--- src/rtl/vect_pkg.sv ---
// Shared vector ISA constants and types for the issue scheduler.
// Decode fields follow the RVV 1.0 major-opcode encoding.
package vect_pkg;

  localparam logic [6:0] VLOAD  = 7'b0000111;
  localparam logic [6:0] VSTORE = 7'b0100111;
  localparam logic [6:0] VARITH = 7'b1010111;

  localparam logic [2:0] OPIVV = 3'b000;
  localparam logic [2:0] OPMVV = 3'b010;
  localparam logic [2:0] OPIVI = 3'b011;
  localparam logic [2:0] OPIVX = 3'b100;
  localparam logic [2:0] OPMVX = 3'b110;

  localparam logic [5:0] VSLIDEUP   = 6'b001110;
  localparam logic [5:0] VSLIDEDOWN = 6'b001111;
  localparam logic [5:0] VADC       = 6'b010000;

  localparam logic [5:0] VREDSUM  = 6'b000000;
  localparam logic [5:0] VREDAND  = 6'b000001;
  localparam logic [5:0] VREDOR   = 6'b000010;
  localparam logic [5:0] VREDXOR  = 6'b000011;
  localparam logic [5:0] VREDMINU = 6'b000100;
  localparam logic [5:0] VREDMIN  = 6'b000101;
  localparam logic [5:0] VREDMAXU = 6'b000110;
  localparam logic [5:0] VREDMAX  = 6'b000111;

  // mop lives in funct6[1:0]; vs3 of a store shares the vd slot.
  typedef struct packed {
    logic [5:0] funct6;
    logic       vm;
    logic [4:0] vs2;
    logic [4:0] vs1;
    logic [2:0] funct3;
    logic [4:0] vd;
    logic [6:0] opcode;
  } arithm_instr_t;

  typedef enum logic [1:0] {UNIT_ARITH, UNIT_LSU, UNIT_SLDU, UNIT_NONE} unit_sel_t;

  typedef enum logic {ST_EMPTY, ST_HELD} sched_state_t;

  function automatic logic is_reduction(input logic [5:0] f6);
    return f6 inside {VREDSUM, VREDAND, VREDOR, VREDXOR,
                      VREDMINU, VREDMIN, VREDMAXU, VREDMAX};
  endfunction

endpackage

--- src/rtl/v_issue_decode.sv ---
// Combinational classifier: target unit, source-register mask and destination
// of one vector instruction.
module v_issue_decode
  import vect_pkg::*;
#(
  parameter int DATA_WIDTH = 32,
  parameter int REG_NUM    = 32
) (
  input  logic [DATA_WIDTH-1:0] instr,
  output unit_sel_t             unit_sel,
  output logic [REG_NUM-1:0]    src_mask,
  output logic                  has_vd,
  output logic [4:0]            vd
);

  arithm_instr_t f;
  logic use_vs1, use_vs2, use_vs3, use_v0;

  assign f = arithm_instr_t'(instr[31:0]);

  always_comb begin
    unit_sel = UNIT_NONE;
    case (f.opcode)
      VLOAD, VSTORE: unit_sel = UNIT_LSU;
      VARITH: begin
        if (f.funct6 inside {VSLIDEUP, VSLIDEDOWN} ||
            (f.funct6 == VADC && f.funct3 inside {OPMVV, OPMVX}) ||
            (is_reduction(f.funct6) && f.funct3 == OPMVV))
          unit_sel = UNIT_SLDU;
        else
          unit_sel = UNIT_ARITH;
      end
      default: unit_sel = UNIT_NONE;
    endcase
  end

  // The vs1 slot only names a vector register on arithmetic encodings;
  // for memory ops it is the scalar base rs1.
  always_comb begin
    use_vs1 = (f.opcode == VARITH) && (f.funct3 inside {OPIVV, OPMVV});
    use_vs2 = (unit_sel == UNIT_ARITH) || (unit_sel == UNIT_SLDU) ||
              ((unit_sel == UNIT_LSU) && f.funct6[0]);
    use_vs3 = (f.opcode == VSTORE);
    use_v0  = (unit_sel != UNIT_NONE) && !f.vm;
    for (int i = 0; i < REG_NUM; i++) begin
      src_mask[i] = (use_vs1 && f.vs1 == 5'(i)) ||
                    (use_vs2 && f.vs2 == 5'(i)) ||
                    (use_vs3 && f.vd  == 5'(i)) ||
                    (use_v0  && i == 0);
    end
  end

  assign has_vd = (unit_sel != UNIT_NONE) && (f.opcode != VSTORE);
  assign vd     = f.vd;

endmodule

--- src/rtl/v_issue_sched.sv ---
// Vector issue scheduler: holds one IQ instruction, checks the register
// scoreboard and dispatches to ARITH/VLSU/SLDU. Optional VISSUE_STATS_EN adds counters.
module v_issue_sched
  import vect_pkg::*;
#(
  parameter int DATA_WIDTH = 32,
  parameter int REG_NUM    = 32
) (
  input  logic                  clk_i,
  input  logic                  rst_i,
  input  logic [DATA_WIDTH-1:0] instr_i,
  input  logic                  instr_valid_i,
  output logic                  instr_ready_o,
  output logic [DATA_WIDTH-1:0] instr_o,
  output logic                  arith_req_o,
  input  logic                  arith_ready_i,
  output logic                  lsu_req_o,
  input  logic                  lsu_ready_i,
  output logic                  sldu_req_o,
  input  logic                  sldu_ready_i,
  input  logic                  arith_done_i,
  input  logic                  lsu_done_i,
  input  logic                  sldu_done_i,
  output logic [REG_NUM-1:0]    busy_o,
  output logic                  idle_o,
  output logic                  proto_err_o,
  output sched_state_t          state_o
`ifdef VISSUE_STATS_EN
  ,
  output logic [31:0]           issue_cnt_o,
  output logic [31:0]           stall_cnt_o
`endif
);

  sched_state_t          state;
  logic [DATA_WIDTH-1:0] instr_q;
  logic [REG_NUM-1:0]    busy;
  logic [2:0]            inflight;
  logic [2:0]            inflight_has_vd;
  logic [4:0]            inflight_vd [3];
  logic                  err;

  unit_sel_t          unit_sel;
  logic [REG_NUM-1:0] src_mask;
  logic               has_vd;
  logic [4:0]         vd;

  v_issue_decode #(.DATA_WIDTH(DATA_WIDTH), .REG_NUM(REG_NUM)) u_decode (
    .instr    (instr_q),
    .unit_sel (unit_sel),
    .src_mask (src_mask),
    .has_vd   (has_vd),
    .vd       (vd)
  );

  // Per-unit vectors are indexed {SLDU, LSU, ARITH}, matching unit_sel_t.
  logic [2:0] unit_oh, ready_vec, done_vec, req_vec, fire_vec;
  logic       hazard, fire, drop, advance, pop;
  logic [REG_NUM-1:0] busy_set, busy_clr;

  assign unit_oh   = {unit_sel == UNIT_SLDU, unit_sel == UNIT_LSU, unit_sel == UNIT_ARITH};
  assign ready_vec = {sldu_ready_i, lsu_ready_i, arith_ready_i};
  assign done_vec  = {sldu_done_i, lsu_done_i, arith_done_i};

  // Hazards see only registered state, so req is a pure function of flops and
  // a held instruction's req can only rise, never fall, until it fires.
  assign hazard   = (|(src_mask & busy)) || (has_vd && busy[vd]) || (|(unit_oh & inflight));
  assign req_vec  = (state == ST_HELD && !hazard) ? unit_oh : 3'b000;
  assign fire_vec = req_vec & ready_vec;
  assign fire     = |fire_vec;
  assign drop     = (state == ST_HELD) && (unit_sel == UNIT_NONE);
  assign advance  = fire || drop;
  assign pop      = instr_ready_o && instr_valid_i;

  always_comb begin
    busy_set = '0;
    busy_clr = '0;
    if (fire && has_vd) busy_set[vd] = 1'b1;
    for (int u = 0; u < 3; u++) begin
      if (done_vec[u] && inflight[u] && inflight_has_vd[u]) busy_clr[inflight_vd[u]] = 1'b1;
    end
  end

  always_ff @(posedge clk_i) begin
    if (rst_i) begin
      state           <= ST_EMPTY;
      instr_q         <= '0;
      busy            <= '0;
      inflight        <= '0;
      inflight_has_vd <= '0;
      for (int u = 0; u < 3; u++) inflight_vd[u] <= '0;
      err             <= 1'b0;
    end else begin
      busy     <= (busy & ~busy_clr) | busy_set;
      inflight <= (inflight & ~done_vec) | fire_vec;
      for (int u = 0; u < 3; u++) begin
        if (fire_vec[u]) begin
          inflight_vd[u]     <= vd;
          inflight_has_vd[u] <= has_vd;
        end
      end
      if ((|(done_vec & ~inflight)) || drop) err <= 1'b1;
      case (state)
        ST_EMPTY: begin
          if (pop) begin
            instr_q <= instr_i;
            state   <= ST_HELD;
          end
        end
        ST_HELD: begin
          if (pop) begin
            instr_q <= instr_i;
            state   <= ST_HELD;
          end else if (advance) begin
            state <= ST_EMPTY;
          end
        end
        default: state <= ST_EMPTY;
      endcase
    end
  end

  assign instr_ready_o = (state == ST_EMPTY) || advance;
  assign instr_o       = instr_q;
  assign arith_req_o   = req_vec[0];
  assign lsu_req_o     = req_vec[1];
  assign sldu_req_o    = req_vec[2];
  assign busy_o        = busy;
  assign idle_o        = (state == ST_EMPTY) && (inflight == 3'b000);
  assign proto_err_o   = err;
  assign state_o       = state;

`ifdef VISSUE_STATS_EN
  logic [31:0] issue_cnt, stall_cnt;

  always_ff @(posedge clk_i) begin
    if (rst_i) begin
      issue_cnt <= '0;
      stall_cnt <= '0;
    end else begin
      if (fire) issue_cnt <= issue_cnt + 32'd1;
      if (state == ST_HELD && req_vec == 3'b000) stall_cnt <= stall_cnt + 32'd1;
    end
  end

  assign issue_cnt_o = issue_cnt;
  assign stall_cnt_o = stall_cnt;
`endif

endmodule
--- config.mk ---
export PLATFORM = sky130hd
export DESIGN_NAME = v_issue_sched
export DESIGN_NICKNAME = d
export VERILOG_FILES = /design/src/rtl/vect_pkg.sv /design/src/rtl/v_issue_decode.sv /design/src/rtl/v_issue_sched.sv
export SDC_FILE = /design/constraint.sdc
export NUM_CORES = 1
export LEC_CHECK = 0
export ABC_AREA = 1
export ABC_CLOCK_PERIOD_IN_PS = 2770
export CAP_MARGIN = 15
export CORE_MARGIN = 3
export CORE_UTILIZATION = 40
export DETAILED_ROUTE_END_ITERATION = 16
export PLACE_DENSITY = 0.74
export SLEW_MARGIN = 40
export SYNTH_ARGS = -nofsm -noshare
export SYNTH_HDL_FRONTEND = slang
export SYNTH_SLANG_ARGS = --single-unit
--- constraint.sdc ---
create_clock -name clk_i -period 2.77 [get_ports clk_i]
set_input_delay 0.554 -clock clk_i [delete_from_list [all_inputs] [get_ports clk_i]]
set_output_delay 0.554 -clock clk_i [all_outputs]
set_load 0.01 [all_outputs]
==> run_results.csv, run 1 <==
group,metric,value,unit
synthesis,ys_types,39,
sta,fmax,0.314,GHz
setup_path,cp_data_required_time,2.22,ns
synthesis,syn-cell-area,6260,µm²
sta,finalCriticalPeriod,3.19,ns
placement,gp_congestion,1.01,
sta,slew_viol_final,0,
finish,drive_gt1_share,28.0,%
sta,timing_hold_violations_final,0,
route,viasPerCell,5.56,
power,p_leak,0.00461,µW
power,p_total,3340,µW
global_routing,grt.total_usage,29.7,%
power,peakVddDrop,0.305,mV
route,wl_per_cell,18.7,µm
placement,port_buffers,111,
route,antenna_left,0,
finish,area_growth_syn_to_layout,62.0,%
cts,numCtsBuffers,9,
floorplanning,die_x,131,µm
synthesis,yosysSeqAreaShare,30.2,%
power,power.density,329,nW/µm²
synthesis,async_flop_share,0,%
synthesis,synth_area_per_cell,5.94,µm²
synthesis,synth_flop_cell,"dfxtp_1",
route,via_count,8667,
floorplanning,initial_core_util,41.0,%
synthesis,synth_fp_nets,1096,
floorplanning,core.rowCount,45,
status,status,"finished, violations left",
synthesis,synth-seq-cells,87,
cts,path_clk_slew,0.08,ns
cts,cts.sinks,87,
cts,cts_tree,"built",
setup_path,cp.arrival,2.63,ns
floorplanning,ios,112,
placement,dpl.hpwl,19800,µm
finish,utilization,66.5,%
sta,rsz0062_at_grt,"true",
synthesis,yosys_warnings,0,
sta,worst_pin_slew,0.649,ns
cts,htree_levels,3,
synthesis,synth_edf_count,15,
setup_path,timing.reg2reg.setup_slack,-0.21,ns
cts,clk_latency,0.36,ns
setup_path,cp-end-kind,"output port",
setup_path,start_kind,"register",
global_routing,grt_pass1_wl,40800,µm
finish,nFillCells,1256,
sta,setup_ws,-0.417,ns
synthesis,synthCells,1055,
cts,clock-root-buffer,"clkbuf_16",
job,maxCapViolCount,0,
setup_path,cp_max_fo,9,
cts,clock_path_buffers,2,
global_routing,antenna_found_initial,0,
sta,setup_violations,89,
sta,skew,0.0108,ns
route,firstDrtPassIters,6,
cts,holdBufCountCts,0,
floorplanning,coreArea,15300,µm²
sta,slew_headroom,56.4,%
finish,antenna_cells,0,
global_routing,grt_max_degree,40,
global_routing,overflow,0,
finish,fin_nets,1384,
worst_hold_path,worstHoldPathType,"register to register",
route,totalWireLength,29200,µm
route,drc_errors,0,
route,drt_iter0_drc,1023,
setup_path,critPathKind,"register to output port",
floorplanning,die_area,17200,µm²
status,violations,"setup timing",
sta,period_share,115,%
global_routing,grt_pass1_vias,7767,
floorplanning,die_h,131,µm
-- per-stage QoR --
stage | setup TNS (ns) | setup WS [ns] | cells | hold WS [ns] | area [µm²]
6_report | -12.27 | -0.417 | 1559 | 0.462 | 10100
5_1_grt | -22.48 | -0.527 | 1559 | 0.479 | 10100
4_1_cts | -1.31 | -0.265 | 1539 | 0.465 | 9330
3_5_place_dp | -12.62 | -0.409 | 1508 | 0.454 | 8650
3_3_place_gp | -8.84 | -0.405 | 1508 | 0.444 | 8650
2_1_floorplan | 0 | 0.174 | 1055 | 0.430 | 6260
-- registers in the layout (all words and copies together) (netlist names) --
| register | flops |
|---|---|
| busy_o | 32 |
| instr_o | 32 |
| inflight_has_vd | 3 |
| inflight | 3 |
| state_o | 1 |
| inflight_vd | 15 |
| proto_err_o | 1 |
-- synth_stat cells (3+ instances only) --
master,count,area share (%)
dfxtp_1,72,23
o2111ai_1,10,1.4
nand2_2,4,0.40
buf_6,14,2.5
buf_2,10,0.80
buf_1,4,0.24
clkbuf_1,11,0.66
inv_2,12,0.72
inv_1,113,6.8
nor4_1,3,0.30
edfxtp_1,15,7.2
a21oi_1,86,6.9
nor2_1,153,9.2
nor3_1,37,3.0
a221oi_1,3,0.42
o21ai_1,4,0.32
nand3_1,130,10
nand4_2,4,0.80
nand2_1,318,19
o211ai_1,6,0.72
o21ai_0,4,0.32
nand4_1,17,1.7
-- report_power, final --
part	internal [µW]	total (µW)	switching [µW]
logic	323	700	377
clock network	639	1260	623
registers	1330	1380	53.5
total	2290	3340	1050
-- path summary, 6_finish.rpt --
kind,start,endpoint,cells past startpoint
max,instr_o[11],instr_ready_o,15
min,inflight_has_vd[0],inflight_has_vd[0],2
max reg2reg,instr_o[11],instr_o[11],19
min reg2reg,inflight_has_vd[0],inflight_has_vd[0],2
-- routing by layer --
metal	part of all wire [%]	track usage, %	vias up
met2	45	47.6	505
met1	41	39.0	4042
met5	0	0	-
li1	-	-	4004
met4	4.9	11.6	0
met3	9.5	6.74	116
-- worst max-delay path, stage by stage, from the launching register on --
cell and delay [ns]:
dfxtp_2 0.42, inv_2 0.11, nor2_1 0.27, nand3_1 0.21, nor2_1 0.23, nor2_1 0.08
nand2_1 0.08, nand2_1 0.05, nand4_1 0.11, nor2_1 0.07, nand2_1 0.10, nor2_4 0.06
buf_6 0.12, nand4_4 0.09, nand4_4 0.12, buf_6 0.14
-- what timing repair did --
action                                  4_1_cts  5_1_grt
gates cloned                                  7        8
buffers inserted                              8       13
pin swaps                                    12       17
resized for setup                            77      150
endpoints found under the setup margin       68       89
-- cell families after synthesis --
group	Yosys count	synth area share [%]
AOI/OAI and AO/OA	120	10.9
buffers and inverters	169	12.3
and+or+nand+nor	679	46.6
DFF	87	30.2
-- placed cells by master (no fill, tap or decap), types with 5 or more instances in the layout --
cell type / count
clkinv_8: 6
o2111ai_1: 10
nand2_4: 20
a21oi_1: 49
inv_1: 112
nor2_2: 9
nor3_1: 35
a21oi_2: 33
nand4_1: 17
nand2_2: 26
nor2_1: 137
edfxtp_1: 15
buf_6: 15
nand3_1: 123
nor2_4: 11
dfxtp_1: 62
inv_2: 11
clkdlybuf4s50_1: 106
nand2_1: 276
dfxtp_2: 7
buf_12: 5
o211ai_1: 6
buf_4: 175
nand3_2: 6
clkbuf_16: 14
-- cell type report --
type,count,area (µm²),share of cell area (%)
multi-input cells,803,4260,42.0
repair buffers,313,2870,28.3
flip-flops and latches,87,1910,18.9
inverters,126,490,4.84
well taps,211,264,2.60
clock buffers,9,225,2.22
clock inverters,7,77.6,0.765
repair inverters,3,48.8,0.481
No activity file was read; power rests on OpenSTA's default activity.
==> inputs of run 2 (changes only) <==
Settings changed: ABC_CLOCK_PERIOD_IN_PS 2770 to 3200, CTS_CLUSTER_DIAMETER set to 100, SETUP_SLACK_MARGIN set to 0.3.
Clock period 2.77 ns to 3.2 ns, I/O delays scaled along.
==> run 2 against run 1 <==
Compared with the run above:
- the flow now finishes without violations
- via count is 9.5% lower
- register-to-register slack better by 0.45 ns
- combinational power is 28% lower
- sequential cell count stayed put
- worst hold slack worse by 0.0035 ns
- critical endpoint unchanged
- largest power group unchanged
==> run_results.csv, run 2 (same netlist as run 1, synthesis figures left out) <==
group,metric,value,unit
status,status,"finished, final reports clean",
placement,dpl.hpwl,18700,µm
cts,clk_latency,0.36,ns
setup_path,cp-end-kind,"output port",
cts,htree_levels,3,
power,switching_share,30.9,%
route,firstDrtPassIters,5,
placement,port_buffers,111,
route,antenna_left,0,
setup_path,reg2regPathDepth,19,
sta,skew,0.0121,ns
global_routing,antenna_found_initial,0,
finish,drive_gt1_share,16.8,%
finish,final_common_cell,"nand2_1",
setup_path,r2r_end,"instr_o[10]",
placement,gp_congestion,1.01,
floorplanning,core.rowCount,45,
global_routing,grt.total_usage,27.4,%
setup_path,r2r_start,"instr_o[5]",
worst_hold_path,worstHoldPathType,"register to register",
route,viasPerCell,5.44,
floorplanning,die_x,131,µm
setup_path,timing.reg2reg.setup_slack,0.24,ns
route,drt_iter0_drc,1014,
sta,rsz0062_at_grt,"true",
route,wl_per_cell,17.2,µm
floorplanning,coreArea,15300,µm²
worst_hold_path,hold_path_depth,2,
cts,clock_path_buffers,2,
power,switching_power,858,µW
power,p_int,1920,µW
setup_path,cp.arrival,2.49,ns
finish,antenna_cells,0,
route,totalWireLength,24900,µm
sta,period_share,97.9,%
global_routing,overflow,0,
cts,clock-root-buffer,"clkbuf_16",
route,via_count,7840,
power,combPwrFrac,18.2,%
sta,slew_headroom,55.6,%
power,seqPwrFrac,43.0,%
sta,slew_viol_final,0,
placement,place_ws,0.0582,ns
placement,placed_cells,1408,
route,drc_errors,0,
power,power_frac_clock,38.8,%
cts,cts.sinks,87,
cts,numCtsBuffers,9,
sta,fin_tns_setup,0,ns
global_routing,grt_pass1_wl,37800,µm
finish,finalNonFillerCells,1442,
sta,fmax,0.319,GHz
power,peakVddDrop,0.281,mV
sta,worst_pin_slew,0.660,ns
sta,setup_ws,0.0677,ns
worst_hold_path,min_from,"inflight_has_vd[0]",
setup_path,cp_max_fo,5,
power,p_total,2780,µW
floorplanning,die_area,17200,µm²
setup_path,critPathKind,"register to output port",
finish,regArea,1900,µm²
global_routing,grt_max_degree,66,
floorplanning,initial_core_util,41.0,%
finish,nFillCells,1473,
sta,finalCriticalPeriod,3.13,ns
global_routing,grt_pass1_vias,7211,
finish,area_growth_syn_to_layout,39.3,%
floorplanning,die_h,131,µm
cts,path_clk_slew,0.07,ns
setup_path,start_kind,"register",
finish,fin_nets,1267,
worst_hold_path,min_to,"inflight_has_vd[0]",
finish,mostFrequentLayoutCells,"nand2_1, nor2_1, nand3_1",
power,power.density,319,nW/µm²
sta,setup_violations,0,
power,p_leak,0.00367,µW
job,maxCapViolCount,0,
floorplanning,ios,112,
setup_path,cp_data_required_time,2.56,ns
finish,multi_input_area,3930,µm²
cts,cts_tree,"built",
finish,utilization,57.2,%
sta,timing_hold_violations_final,0,
[run 2: cell types whose count changed in the layout (fill, tap and decap cells not counted), moves of 5 or more]
cell       delta
buf_6        -11
nand2_2      -12
clkbuf_16     -5
nand2_4      -14
nand2_1      +26
a21oi_2      -17
a21oi_1      +21
buf_4        -94
[run 2: through the flow]
| step | hold WS [ns] | instance area, µm² |
|---|---|---|
| after floorplan | 0.430 | 6260 |
| after global placement | 0.443 | 7890 |
| after detailed placement | 0.451 | 7890 |
| after CTS | 0.461 | 8400 |
| after global routing | 0.512 | 8730 |
| final | 0.459 | 8730 |
[run 2: how the worst max path moves through the flow]
stage	start	endpoint	slack, ns
5_1_grt	instr_o[7]	sldu_req_o	-0.11
3_3_place_gp	instr_o[7]	sldu_req_o	0.003
3_5_place_dp	instr_o[7]	sldu_req_o	0.06
2_1_floorplan	instr_o[5]	instr_ready_o	0.52
6_report	instr_o[9]	instr_ready_o	0.07
4_1_cts	instr_o[3]	arith_req_o	0.14
[run 2: power groups by stage]
| stage | clock network, µW | registers, µW | logic [µW] |
|---|---|---|---|
| global placement | 0 | 1210 | 457 |
| detailed placement | 0 | 1210 | 458 |
| global route | 1140 | 1200 | 555 |
| floorplan | 0 | 1220 | 229 |
| finish | 1080 | 1200 | 507 |
| CTS | 1090 | 1190 | 480 |
[run 2: metal layers]
metal / vias up / part of all wire [%] / GRT usage (%)
met2: 421 / 44 / 42.0
li1: 3775 / - / -
met1: 3560 / 43 / 37.0
met4: 0 / 4.5 / 13.5
met3: 84 / 8.9 / 5.25
met5: - / 0 / 0
[run 2: worst max-delay path, cell delays in order (launching register included)]
cell	delay, ns
dfxtp_1	0.47
inv_1	0.15
nor2_4	0.18
nand2_1	0.16
nor2_2	0.19
nand2_1	0.07
nand3_1	0.09
nand2_1	0.06
nand3_1	0.10
nor2_1	0.04
nand2_1	0.12
nor2_4	0.09
nand4_2	0.12
nand4_2	0.11
buf_2	0.16
[run 2: repair_timing]
| action | CTS | global route |
|---|---|---|
| pin swaps | 7 | 11 |
| gates cloned | 1 | 3 |
| hold buffers | 0 | 0 |
| setup endpoints to repair | 12 | 83 |
| resized for setup | 57 | 65 |
| setup buffers | 7 | 7 |
[run 2: layout make-up]
cell class                      count  share of cell area (%)
Tap cell                          211                    3.03
Timing Repair Buffer              199                    20.7
Clock inverter                      7                   0.903
Timing Repair inverter              2                   0.287
Clock buffer                        9                    2.58
Multi-Input combinational cell    801                    45.0
Sequential cell                    87                    21.8
Inverter                          126                    5.66
